--- config.mk ---
export PLATFORM = sky130hd
export DESIGN_NAME = alu_seq_ctrl
export DESIGN_NICKNAME = d
export VERILOG_FILES = /design/src/rtl/alu_seq_ctrl.sv
export SDC_FILE = /design/constraint.sdc
export NUM_CORES = 1
export LEC_CHECK = 0
export ABC_CLOCK_PERIOD_IN_PS = 3950
export BUFFER_PORTS_ARGS = -buffer_cell sky130_fd_sc_hd__buf_2
export CAP_MARGIN = 20
export CORE_ASPECT_RATIO = 1.25
export CORE_MARGIN = 4
export CORE_UTILIZATION = 50
export DETAILED_ROUTE_END_ITERATION = 16
export HOLD_SLACK_MARGIN = 0.06
export PLACE_DENSITY = 0.83
export SYNTH_ARGS = -nofsm -noshare
export SYNTH_HDL_FRONTEND = slang
export SYNTH_SLANG_ARGS = --single-unit
--- constraint.sdc ---
create_clock -name clk -period 3.95 [get_ports clk]
set_clock_uncertainty 0.1 [all_clocks]
set_input_delay 0.1975 -clock clk [delete_from_list [all_inputs] [get_ports clk]]
set_output_delay 0.1975 -clock clk [all_outputs]
set_load 0.005 [all_outputs]
--- src/rtl/alu_seq_ctrl.sv ---
// alu_seq_ctrl: instruction sequencer wrapped around the 4-bit combinational ALU.
// Accepts {opcode, immediate} over valid/ready and runs one ALU step per
// instruction against the accumulator. The captured result is returned over
// valid/ready.
//
// state | meaning
// ------+----------------------------------------------------------
// IDLE  | ready for an instruction; ALU select parked at pass-A
// EXEC  | ALU driven with op/acc/imm; result captured at closing edge
// DONE  | result presented on res_valid until res_ready
module alu_seq_ctrl #(
    parameter int DATA_W = 4,
    parameter int CNT_W  = 8
) (
    input  logic              clk,
    input  logic              reset,
    input  logic              clr,
    input  logic              in_valid,
    input  logic [6:0]        in_instr,
    output logic              in_ready,
    output logic [DATA_W-1:0] alu_a,
    output logic [DATA_W-1:0] alu_b,
    output logic [2:0]        alu_s,
    input  logic [DATA_W-1:0] alu_y,
    input  logic              alu_carry,
    input  logic              alu_zero,
    output logic              res_valid,
    input  logic              res_ready,
    output logic [DATA_W-1:0] acc,
    output logic              flag_c,
    output logic              flag_z,
    output logic              illegal,
    output logic [CNT_W-1:0]  icount
);

    typedef enum logic [1:0] {
        IDLE = 2'd0,
        EXEC = 2'd1,
        DONE = 2'd2
    } state_t;

    state_t            state;
    state_t            state_next;
    logic [2:0]        op;
    logic [DATA_W-1:0] imm;
    logic              op_legal;
    logic              carry_used;
    logic              accept;

    // Opcodes above NAND are rejected; carry is only meaningful for SUB/ADD.
    assign op_legal   = (op <= 3'b100);
    assign carry_used = (op == 3'b001) || (op == 3'b011);
    assign accept     = in_valid && in_ready;

    assign alu_a = acc;
    assign alu_b = imm;

    // State register.
    always_ff @(posedge clk or posedge reset) begin
        if (reset) begin
            state <= IDLE;
        end else begin
            state <= state_next;
        end
    end

    // Next-state decode plus the state-decoded outputs (in_ready, alu_s).
    always_comb begin
        state_next = state;
        in_ready   = 1'b0;
        alu_s      = 3'b000;
        if (clr) begin
            state_next = IDLE;
        end else begin
            case (state)
                IDLE: begin
                    in_ready = 1'b1;
                    if (in_valid) begin
                        state_next = EXEC;
                    end
                end
                EXEC: begin
                    alu_s      = op_legal ? op : 3'b000;
                    state_next = DONE;
                end
                DONE: begin
                    if (res_ready) begin
                        state_next = IDLE;
                    end
                end
                default: state_next = IDLE;
            endcase
        end
    end

    // Instruction latch, result capture, flags, counter and result-valid.
    always_ff @(posedge clk or posedge reset) begin
        if (reset) begin
            op        <= 3'b000;
            imm       <= '0;
            acc       <= '0;
            flag_c    <= 1'b0;
            flag_z    <= 1'b0;
            illegal   <= 1'b0;
            icount    <= '0;
            res_valid <= 1'b0;
        end else if (clr) begin
            acc       <= '0;
            flag_c    <= 1'b0;
            flag_z    <= 1'b0;
            illegal   <= 1'b0;
            icount    <= '0;
            res_valid <= 1'b0;
        end else begin
            res_valid <= (state_next == DONE);
            if (state == IDLE && accept) begin
                op  <= in_instr[6:4];
                imm <= in_instr[DATA_W-1:0];
            end
            if (state == EXEC) begin
                icount <= icount + CNT_W'(1);
                if (op_legal) begin
                    acc    <= alu_y;
                    flag_z <= alu_zero;
                    flag_c <= carry_used ? alu_carry : 1'b0;
                end else begin
                    illegal <= 1'b1;
                end
            end
        end
    end

endmodule

; Word level (Yosys, flattened, before mapping)
; Index checks and enable logic that the tools add are counted.
[classes]
bitwise = 1
div = 0
add_sub_neg = 1
eq_ne = 6
n_lt_le_gt_ge = 1
n_shift = 0
reduce_logical = 9
mul = 0
mux = 25
[op_table]
columns = cell, n
row1 = $mux W8, 2
row2 = $mux W1, 13
row3 = $mux W4, 3
row4 = $mux W3, 3
row5 = $add A8 B1 Y8 const B, 1
row6 = $mux W2, 3
row7 = $pmux W2 S3, 1
row8 = $reduce_and A2 Y1, 3
row9 = $eq A2 B2 Y1 const B, 2
row10 = $reduce_bool A2 Y1, 2
row11 = $eq A3 B1 Y1 const B, 1
row12 = $eq A3 B2 Y1 const B, 1
row13 = $le A3 B3 Y1 const B, 1
row14 = $eq A2 B1 Y1 const B, 1
row15 = $logic_and A1 B1 Y1, 2
row16 = $logic_not A2 Y1, 1
row17 = $ne A2 B2 Y1 const B, 1
row18 = $logic_or A1 B1 Y1, 1
row19 = $not A1 Y1, 1
[word_totals]
ramBits = 0
rom_bits = 0
ff_bits = 25
mem_count = 0
latch_bits = 0
out_inout_bits = 28

; Depth between registers and ports, before layout
[depth]
ltp_word = 6
mapped_depth = 4

; Worst setup path after synthesis
; Ideal clock, no wire load.
[synth_path]
kind = register to register
start = reg state[1]
end = reg imm[0] (netlist: alu_b[0])
slack_ps = 2464
arrival_ps = 1261
setup_ps = 125
period_less_slack_ps = 1486
stages_incl_launch_ff = 5
path_cell_list = dfrtp_1 nor3_1 and2_1 buf_4 mux2_2
[synth_between]
elab_chain_cells = 6
[synth_rtl]
columns = element, line_no
row1 = "start, declared", 42  ; state_t state;
row2 = "start signal, assigned", 63  ; state <= state_next;
row3 = $logic_not A2 Y1, 75  ; case (state)
row4 = $mux W1, 75
row5 = $mux W1, 72  ; if (clr) begin
row6 = named net in_ready, 20  ; output logic in_ready,
row7 = $logic_and A1 B1 Y1, 53  ; assign accept = in_valid && in_ready;
row8 = $logic_and A1 B1 Y1, 116  ; if (state == IDLE && accept) begin
row9 = $reduce_and A2 Y1 (no line), --
row10 = "end signal, assigned", 118  ; imm <= in_instr[DATA_W-1:0];
row11 = "end, declared", 45  ; logic [DATA_W-1:0] imm;
; The timed path passes the listed nets, and every way through them passes these cells.
; A chain may end at the register's enable or synchronous reset.

; Worst setup path in the final report
[layout_path]
start = reg state[1]
end = out alu_s[1]
[layout_between]
elab_chain_cells = 3
[layout_rtl]
columns = element, line_no
row1 = $eq A2 B1 Y1, 75
row2 = $mux W3, 75
row3 = $mux W3, 72
row4 = "end, declared", 23  ; output logic [2:0] alu_s,
; Every way passes these cells.

==> run summary <==
Run status: finished clean
Largest net degree at the start of global routing: 26
Post-CTS sizing: 0
Post-Syn Instances: 108
Vias in the first global route: 1038
CTS tree: built
Hold Violations, Final: 0
Avg Cell Area, Syn: 10.58 sq um
FF/Latch Area: 625.6 sq um
RSZ-0062 raised after global routing: no
Number of max-cap violations: 0
Max-slew violation count: 0
Clock-pin slew on the worst setup and hold paths: 130 ps
Row count: 19
Max Root-Sink Buffers: 2
N_diodes: 0
Commonest non-fill, non-tap cell in the layout: buf_2
Post-route DRC: 0
Fmax: 0.4967 GHz
Non-Filler Instances: 193
Leak: 0.0007421 uW
Post-synthesis async set-or-reset flop share: 100.0%
Tightest Hold Check Type: primary input to flop
Clk Latency, worst-skew pair: 320 ps
Mapped Nets: 127
Post-layout min period: 2013 ps
I/O pin cnt: 46
Mapped Area: 1142 sq um
Worst-Margin Slew: 903.8 ps
Setup violations, final: 0
Core area: 2187 sq um
Startpoint types: flop
Area growth from synthesis to layout: 33.08%
Worst Hold End: state[1]
CP Launch Point: state[1]
Layout fillers: 175
Depth of the worst register-to-register path: 3
Nets: 182
Most frequent cells in the layout: buf_2, dfrtp_1, dlygate4sd3_1
Reg-to-reg endpoint: icount[5]
HPWL Detailed: 1803 um
Post-placement cell count: 175
YS warnings: 0
Die Ht: 61.44 um
Total gr overflow: 0
Worst Setup End Kind: output port
Mux contribution to synthesized area: 7.886%
Prevailing post-synth register cell: dfrtp_1
Slew headroom: 39.68%
Starting Density: 52.23%
RD Place Congestion: 0.7978
Root buffer cell: clkbuf_4
First-pass GRT wire length: 4471 um
Initial antenna violation count: 0
Ratio of cells with drive above 1 in the final layout: 36.42%
TritonCTS Buffers: 3
Post-synthesis adder-cell area fraction: 1.095%
Number of flops mapped to enable cells by yosys: 0
Die area: 3118 sq um
Compound-Gate Fraction of Synth Area: 11.94%
Initial DRT Pass Iterations: 4
Gr usage total: 19.08%
TNS Setup: 0 ps
Multi-input gate area: 459.2 sq um
Number of synthesized register bits: 25
Reg2reg start: state[1]
Critical Path AT: 1720 ps
Hold-critical path depth: 4
CTS H-Tree Depth: 1
Seq/Total Area, Yosys: 54.76%
IO buf count: 45
DRT Wirelength: 2747 um
DP Worst Slack: 2308 ps
HP Start: res_ready
Largest family of logic cells by synthesized area: simple AND/OR/NAND/NOR gates
Starting DRT DRC Count: 28
Critical Path RT: 3650 ps
CP max FO: 14
Postcts setup bufs: 0
Xor-xnor portion of the synthesized cell area: 1.533%
Antenna-violating nets left: 0
Vias per cell: 5.363
Synth Area in Simple Gates: 17.74%
Die Wd: 50.75 um
Wirelength per Cell: 14.23 um
Critical path class: flop to output port
Clk sinks: 25
Power density over the cells: 335.3 nW/um^2
Peak VDD IR: 0.0002798 V
Routed via count: 1035
Worst Setup Slack, final: 1937 ps
Final period utilization: 50.97%
Worst R2R Setup Slack: 2320 ps
Post-synthesis cell type count: 30
-- how the worst max path moves through the flow --
stage | endpoint | slack (ps) | cells past startpoint
6_report | alu_s[1] | 1940 | 3
5_1_grt | alu_s[1] | 1890 | 3
4_1_cts | alu_s[1] | 2010 | 3
3_5_place_dp | alu_b[1] | 2310 | 4
3_3_place_gp | op[1] | 2370 | 4
2_1_floorplan | alu_b[0] | 2460 | 4
-- repair_timing --
action,CTS,global route
endpoints found under the hold margin,38,0
endpoints found under the setup margin,0,0
hold buffers,14,0
-- flip-flops by register name, summed over array words and instances, names as in the netlist --
name       count
acc            4
alu_b          4
flag_c         1
flag_z         1
icount         8
illegal        1
op             3
res_valid      1
state          2
-- final cells by class --
| type | count | area share (%) |
|---|---|---|
| inverters | 1 | 0.2469 |
| clock inverters | 1 | 0.3292 |
| clock buffers | 3 | 1.481 |
| flip-flops and latches | 25 | 41.15 |
| repair buffers | 59 | 24.03 |
| multi-input cells | 73 | 30.21 |
| well taps | 31 | 2.551 |
-- logic make-up after synthesis --
logic type	count (synthesis)
AO/OA/AOI/OAI	25
XOR/XNOR	2
adder cells (fa/ha/maj)	1
buffers and inverters	10
flip-flops	25
multiplexers	8
AND/OR/NAND/NOR	37
-- critical path, cell delays in order, from the launching register on --
cell and delay, ps:
dfrtp_1 460, nand2b_2 320, nor4b_1 420, buf_2 190
-- through the flow --
stage	hold slack [ps]	power, uW	cell area [sq um]	utilization [%]
floorplan	124.8	351.5	1142	-
global placement	328.7	381.2	1353	61.84
detailed placement	336.8	385.9	1353	61.84
CTS	131.1	512.9	1520	69.51
global route	160.0	543.6	1520	69.51
finish	138.0	509.7	1520	69.51
-- cells in the mapped netlist, types with 2 or more instances --
master	n	area (sq um)
or3_1	2	12.51
nor3_1	2	10.01
nand2_1	5	18.77
nor2_1	7	26.28
buf_4	5	37.54
a21oi_1	13	65.06
xnor2_1	2	17.52
nand3_1	7	35.03
o31ai_1	2	15.01
o21ai_0	7	35.03
or4_1	2	15.01
dfrtp_1	25	625.6
nand4_1	2	12.51
clkbuf_1	3	11.26
mux2_2	8	90.09
nor2b_1	2	12.51
-- metal layers --
| metal | global-route usage [%] | share of wire, % |
|---|---|---|
| met5 | 0 | 0 |
| met3 | 3.632 | 6.6 |
| met2 | 34.70 | 54 |
| met1 | 21.58 | 38 |
| met4 | 9.615 | 1.5 |
-- where the power goes --
group / internal (uW) / leakage [uW] / total, uW / switching (uW)
Sequential: 277 / 0.000330 / 297 / 19.9
Clock: 38.0 / 0.0000177 / 117 / 78.6
Combinational: 49.9 / 0.000394 / 96.0 / 46.1
Total: 365 / 0.000742 / 510 / 145
Power figures use the tool's default switching activity.
